==> config.mk <==
export PLATFORM = sky130hd
export DESIGN_NAME = conv_result_writer
export DESIGN_NICKNAME = d
export VERILOG_FILES = /design/src/rtl/conv_result_writer_pkg.sv /design/src/rtl/conv_result_writer_neg_count9.sv /design/src/rtl/conv_result_writer.sv
export SDC_FILE = /design/constraint.sdc
export NUM_CORES = 1
export LEC_CHECK = 0
export CAP_MARGIN = 25
export CORE_MARGIN = 2
export CORE_UTILIZATION = 45
export CTS_CLUSTER_DIAMETER = 120
export DETAILED_ROUTE_END_ITERATION = 7
export PLACE_DENSITY = 0.73
export REMOVE_ABC_BUFFERS = 1
export SLEW_MARGIN = 20
export SYNTH_ARGS = -nofsm -noshare
export SYNTH_HDL_FRONTEND = slang
export SYNTH_HIERARCHICAL = 1
export SYNTH_SLANG_ARGS = --single-unit
==> constraint.sdc <==
create_clock -name clock -period 4.8 [get_ports clock]
set_input_delay 0.96 -clock clock [delete_from_list [all_inputs] [get_ports clock]]
set_output_delay 0.96 -clock clock [all_outputs]
set_load 0.01 [all_outputs]
==> src/rtl/conv_result_writer_pkg.sv <==
// Shared constants and FSM encoding for the binary conv result writer.
// Imported by the popcount sub-module and the writer top.
package conv_result_writer_pkg;

    localparam int TAPS   = 9;
    localparam int WORD_W = 16;
    localparam int THRESH = 4;
    localparam int ADDR_W = 12;
    localparam int IDX_W  = 4;

    typedef enum logic [1:0] {
        IDLE  = 2'd0,
        RUN   = 2'd1,
        FLUSH = 2'd2,
        DONE  = 2'd3
    } state_t;

endpackage

==> src/rtl/conv_result_writer_neg_count9.sv <==
// Combinational count of set negative_flags lanes for one output pixel.
// Produces a 4-bit count; 0..TAPS with the default 3x3 kernel.
module neg_count9 #(
    parameter int TAPS = conv_result_writer_pkg::TAPS
) (
    input  logic [TAPS-1:0] flags,
    output logic [3:0]      count
);

    always_comb begin
        count = '0;
        for (int i = 0; i < TAPS; i++) begin
            count = count + {3'b000, flags[i]};
        end
    end

endmodule

==> src/rtl/conv_result_writer.sv <==
// Packs thresholded pixel results into SRAM words and writes each word
// one cycle after its completing beat; FSM frames one image per go.
module conv_result_writer #(
    parameter int TAPS   = conv_result_writer_pkg::TAPS,
    parameter int WORD_W = conv_result_writer_pkg::WORD_W,
    parameter int THRESH = conv_result_writer_pkg::THRESH
) (
    input  logic              clock,
    input  logic              reset,
    input  logic              go,
    input  logic              flag_valid,
    input  logic [TAPS-1:0]   negative_flags,
    input  logic [11:0]       write_addr_in,
    input  logic [3:0]        idx_in,
    input  logic              last_in,
    output logic              sram_write_enable,
    output logic [11:0]       sram_write_address,
    output logic [WORD_W-1:0] sram_write_data,
    output logic              busy,
    output logic              done,
    output logic [11:0]       words_written
);

    import conv_result_writer_pkg::*;

    state_t            state;
    state_t            state_nx;
    logic [3:0]        neg_n;
    logic              accept;
    logic              result_bit;
    logic              complete;
    logic [WORD_W-1:0] buffer;
    logic [WORD_W-1:0] merged;

    neg_count9 #(
        .TAPS (TAPS)
    ) u_neg_count (
        .flags (negative_flags),
        .count (neg_n)
    );

    always_comb begin
        accept     = (state == RUN) && flag_valid;
        result_bit = (neg_n <= 4'(THRESH));
        complete   = accept && ((idx_in == IDX_W'(WORD_W - 1)) || last_in);
        merged     = buffer;
        merged[idx_in] = result_bit;
    end

    always_comb begin
        state_nx = state;
        unique case (state)
            IDLE:    if (go) state_nx = RUN;
            RUN:     if (flag_valid && last_in) state_nx = FLUSH;
            FLUSH:   state_nx = DONE;
            DONE:    state_nx = IDLE;
            default: state_nx = IDLE;
        endcase
    end

    always_ff @(posedge clock or posedge reset) begin
        if (reset) begin
            state <= IDLE;
        end else begin
            state <= state_nx;
        end
    end

    // The completing beat clears the buffer in the same edge it loads the
    // output word, so a beat during the strobe cycle lands in a clean buffer.
    always_ff @(posedge clock or posedge reset) begin
        if (reset) begin
            buffer             <= '0;
            sram_write_enable  <= 1'b0;
            sram_write_address <= '0;
            sram_write_data    <= '0;
            words_written      <= '0;
        end else begin
            sram_write_enable <= complete;
            if (accept) begin
                buffer <= complete ? '0 : merged;
            end
            if (complete) begin
                sram_write_address <= write_addr_in;
                sram_write_data    <= merged;
            end
            if (state == IDLE && go) begin
                words_written <= '0;
            end else if (sram_write_enable) begin
                words_written <= words_written + 12'd1;
            end
        end
    end

    assign busy = (state == RUN) || (state == FLUSH);
    assign done = (state == DONE);

endmodule

After elaboration in Yosys (flattened, before gate mapping) --
Index checks and enable logic that the tools add are counted.
Operators by class: $add $sub $neg 9, order comparisons 3, equal/unequal tests 6, multiplexer cells 9, reductions and logical operators 10
Operator list (count):
- $add A4 B1 Y4 | 7
- $mux W12 | 2
- $bwmux W16 | 1
- $mux W16 | 1
- $add A12 B1 Y12 const B | 1
- $pmux W2 S4 | 1
- $logic_and A1 B1 Y1 | 5
- $lt A4 B5 Y1 const B | 1
- $demux W1 S4 | 1
- $eq A2 B2 Y1 const B | 2
- $eq A4 B4 Y1 const B | 1
- $ge A4 B1 Y1 const B | 1
- $le A4 B3 Y1 const B | 1
- $mux W2 | 2
- $add A1 B1 Y2 | 1
- $eq A2 B1 Y1 const B | 1
- $logic_not A2 Y1 | 1
- $logic_or A1 B1 Y1 | 2
- $ne A2 B1 Y1 const B | 1
- $ne A2 B2 Y1 const B | 1
- $reduce_and A2 Y1 | 1
- $reduce_bool A2 Y1 | 1
- $mux W1 | 1
Word-level totals: bits in registers 59, word-level logic and storage cells 43

Longest topological paths before layout --
word-level depth 11, depth in mapped cells 13

Modules after synthesis --
The synthesis kept the hierarchy.
By module, submodules not included:
- conv_result_writer | times used 1, cells an instance 266, area each 2839.0 um2
- neg_count9 | times used 1, cells an instance 25, area each 211.5 um2

Least setup slack after synthesis --
No wires, ideal clock.
path type input -> register, start input negative_flags[0], end register buffer[11], arrival 4.189 ns, setup slack 0.528 ns, stages 12, path through inv_1 -> fa_1 -> fa_1 -> fa_1 -> fa_1 -> fa_1 -> inv_1 -> o21a_1 -> nor2_1 -> buf_2 -> nand2_1 -> o21ai_0
Between the ends: cells in the longest elaborated chain, start to end 11
RTL lines:
- start: declaration | RTL line conv_result_writer.sv:12 | input logic [TAPS-1:0] negative_flags,
- $add A1 B1 Y2 | RTL line conv_result_writer_neg_count9.sv:13 | count = count + {3'b000, flags[i]};
- $add A4 B1 Y4 (7 in a row) | RTL line conv_result_writer_neg_count9.sv:13
- net neg_n[1] | RTL line conv_result_writer.sv:28 | logic [3:0] neg_n;
- $le A4 B3 Y1 | RTL line conv_result_writer.sv:44 | result_bit = (neg_n <= 4'(THRESH));
- $bwmux W16 | RTL line conv_result_writer.sv:47 | merged[idx_in] = result_bit;
- $mux W16 | RTL line conv_result_writer.sv:81 | buffer <= complete ? '0 : merged;
- end signal: assignment | RTL line conv_result_writer.sv:81
- end: declaration | RTL line conv_result_writer.sv:32 | logic [WORD_W-1:0] buffer;
The timed path passes the listed nets, and every way through them passes these cells. A chain may end at the register's enable or synchronous reset.

Worst setup path after layout --
start input negative_flags[0], end register buffer[14]
The elaborated chain is that of the path after synthesis.

==> flow_summary.yaml <==
critical_path:
  path_depth: 13
  rrSetupSlack_ps: 2550
  critPathCaptureType: "flip-flop"
  reg2reg_to: "sram_write_address[9]$_DFFE_PP0P_"
  crit_chain: "clkdlybuf4s50_1 > inv_1 > fa_1 > fa_1 > fa_1 > fa_1 > fa_1 > inv_1 > o21a_1 > nor2_1 > buf_4 > nand2_1 > o21ai_0"
  path_buf_inv: 4
  cp_slowest_cell: "fa_1"
  crit_arrival_ps: 4700
  critical_path_class: "in2reg"
  crit_required_ps: 5050
  r2r-start: "state[1]$_DFFE_PP0P_"
  cp_top_family: "adder cells"
  path_common_cell: "fa_1"
  cpPeakStageDelay_ps: 540
  timing.reg2reg.worst_path_depth: 6
  cp_max_fo: 13
  cp-start-kind: "input pin"
global_route:
  grt_max_degree: 35
  grt_first_pass_wirelength_um: 11000
  grt.total_usage_pct: 18.8
  grt_pass1_vias: 2435
  antenna_found_initial: 0
  grt-ovfl-total: 0
routing:
  drtIter0Drc: 145
  drt_wl_total_um: 6380
  drc: 0
  wire_per_inst_um: 14.2
  drt-pass1-iter-count: 4
  drt-vias-per-instance: 5.37
  ant_nets: 0
  vias: 2416
final_layout:
  fin_util_pct: 60.1
  drive_gt1_share_pct: 10.8
  final_cell_mix: "72 x clkdlybuf4s50_1, 59 x dfrtp_1, 39 x o21ai_0"
  fin_nets: 408
  layout.area.seq_um2: 1480
  num_antenna_cells: 0
  multiInputGateArea_um2: 1420
  areaGrowthSynthToFinish_pct: 31.6
  stdcell_count: 450
  design_area_um2: 4020
  layout_commonest_cell: "clkdlybuf4s50_1"
  fill_cells: 592
synthesis:
  ys_warn_count: 6
  synth_top_area_share_pct: 48.4
  yosys_register_bits: 59
  netlist_area_um2: 3050
  yosysTopAreaCell: "dfrtp_1"
  synth.avg_cell_area_um2: 10.5
  netlist_instances: 291
  ys_types: 39
  synth.area.top_cells: "dfrtp_1 48%, o21ai_0 6.4%, mux2i_1 3.9%"
  yosysSeqAreaShare_pct: 48.4
place:
  numPlacedInstances: 434
  place_area_um2: 3840
  io_buffers: 72
  gp_congestion: 0.807
  dp_hpwl_um: 4400
  dp_slack_ps: -14.2
clock_network:
  cts_sinks: 59
  cts-root-buf: "clkbuf_8"
  cts_tree: "built"
  insertion_delay_ps: 340
  cts_hold_buf: 0
  h-tree-depth: 3
  cts-resized-gates: 0
  post-cts-setup-buffer-count: 0
  cts_made_buffers: 9
  clockBufferDepth: 2
  clk_pin_slew_ps: 70
sta:
  rsz0062_at_grt: "false"
  finalMaxSlewViolations: 0
  hold_viol: 0
  fin_tns_setup_ps: 0
  max_freq_mhz: 225
  finClkSkew_ps: 7.55
  tightest_slew_ps: 701
  period_share_pct: 92.8
  setup_violations: 0
  layout_setup_ws_ps: 348
  holdWs_ps: 477
  slew_headroom_pct: 53.2
  layout_min_cycle_time_ps: 4450
floorplan:
  core_area_um2: 6680
  die_w_um: 86.3
  die_height_um: 86.3
  dieArea_um2: 7450
  start_util_pct: 45.7
  rows: 30
  ioPinCount: 73
power:
  switchingPower_mw: 0.610
  vdd_drop_max_mv: 0.271
  pwr-share-clk_pct: 22.0
  switching_share_pct: 32.8
  internal-power_mw: 1.25
  seqPwrFrac_pct: 38.6
  p_leak_nw: 1.71
  finalPower_mw: 1.86
  p_per_area_nw_per_um2: 463
  pwr-share-comb_pct: 39.5
run_status:
  status: "complete, no violations"
worst_hold_path:
  hold_class: "reg2reg"
  whs_path_depth: 1
  min_to: "buffer[15]$_DFFE_PP0P_"
  min_from: "buffer[15]$_DFFE_PP0P_"
job:
  cap_violations: 0
-- final cells by class --
class / count / share of cell area, %
Multi-Input combinational cell: 198 / 35.5
Clock buffer: 11 / 3.77
Sequential cell: 59 / 36.8
Tap cell: 80 / 2.49
Timing Repair Buffer: 77 / 18.9
Inverter: 20 / 1.93
Clock inverter: 5 / 0.686
-- how the worst max path moves through the flow --
stage                           start                               to  slack, ps
global route        negative_flags[0]           buffer[11]$_DFFE_PP0P_        180
finish              negative_flags[0]           buffer[14]$_DFFE_PP0P_        350
detailed placement  negative_flags[0]           buffer[14]$_DFFE_PP0P_        -10
CTS                 negative_flags[0]           buffer[14]$_DFFE_PP0P_        350
global placement    negative_flags[0]  sram_write_data[15]$_DFFE_PP0P_        110
floorplan           negative_flags[0]           buffer[11]$_DFFE_PP0P_        380
-- metal layers --
| metal | global-route usage, % | vias to the layer above | part of all wire (%) |
|---|---|---|---|
| met5 | 0 | - | 0 |
| met3 | 4.95 | 12 | 4.1 |
| li1 | - | 1160 | - |
| met2 | 30.0 | 51 | 49 |
| met4 | 9.23 | 0 | 2.1 |
| met1 | 23.6 | 1193 | 44 |
-- synthesized netlist by cell type (all sizes together) --
library cell   n
dfrtp         59
o21ai         41
nand2         25
inv           20
nor2          15
nor3          14
mux2          12
mux2i         12
a22o          11
a21oi          9
buf            8
ha             8
xnor2          7
clkbuf         6
fa             5
nand4          5
a31oi          4
nand2b         4
nand3          4
nand4b         4
and2           3
nor4           3
or3            3
nor2b          2
o21a           2
xor2           2
a2bb2oi        1
a41o           1
nand3b         1
-- registers in the layout, indices dropped and copies added (netlist names) --
signal and count:
sram_write_enable 1, state 2, sram_write_data 16, buffer 16, words_written 12, sram_write_address 12
-- power by group through the flow --
| stage | Sequential [mW] | Clock (mW) | Combinational (mW) |
|---|---|---|---|
| final | 0.717 | 0.409 | 0.734 |
| after global routing | 0.737 | 0.446 | 0.802 |
| after CTS | 0.719 | 0.423 | 0.745 |
| after detailed placement | 0.724 | 0 | 0.742 |
| after global placement | 0.721 | 0 | 0.727 |
| after floorplan | 0.764 | 0 | 0.326 |
-- cells by family (layout without fill, tap and decap cells) --
| kind of cell | after synthesis | in the layout | share of synthesized area [%] |
|---|---|---|---|
| muxes | 24 | 24 | 9.35 |
| and+or+nand+nor | 83 | 83 | 14.5 |
| AOI/OAI and AO/OA | 69 | 69 | 13.7 |
| DFF | 59 | 59 | 48.4 |
| xor gates and xnor gates | 9 | 9 | 2.58 |
| buffers and inverters | 34 | 113 | 4.92 |
| adders and majority gates | 13 | 13 | 6.56 |
(Power assumes the default switching activity.)
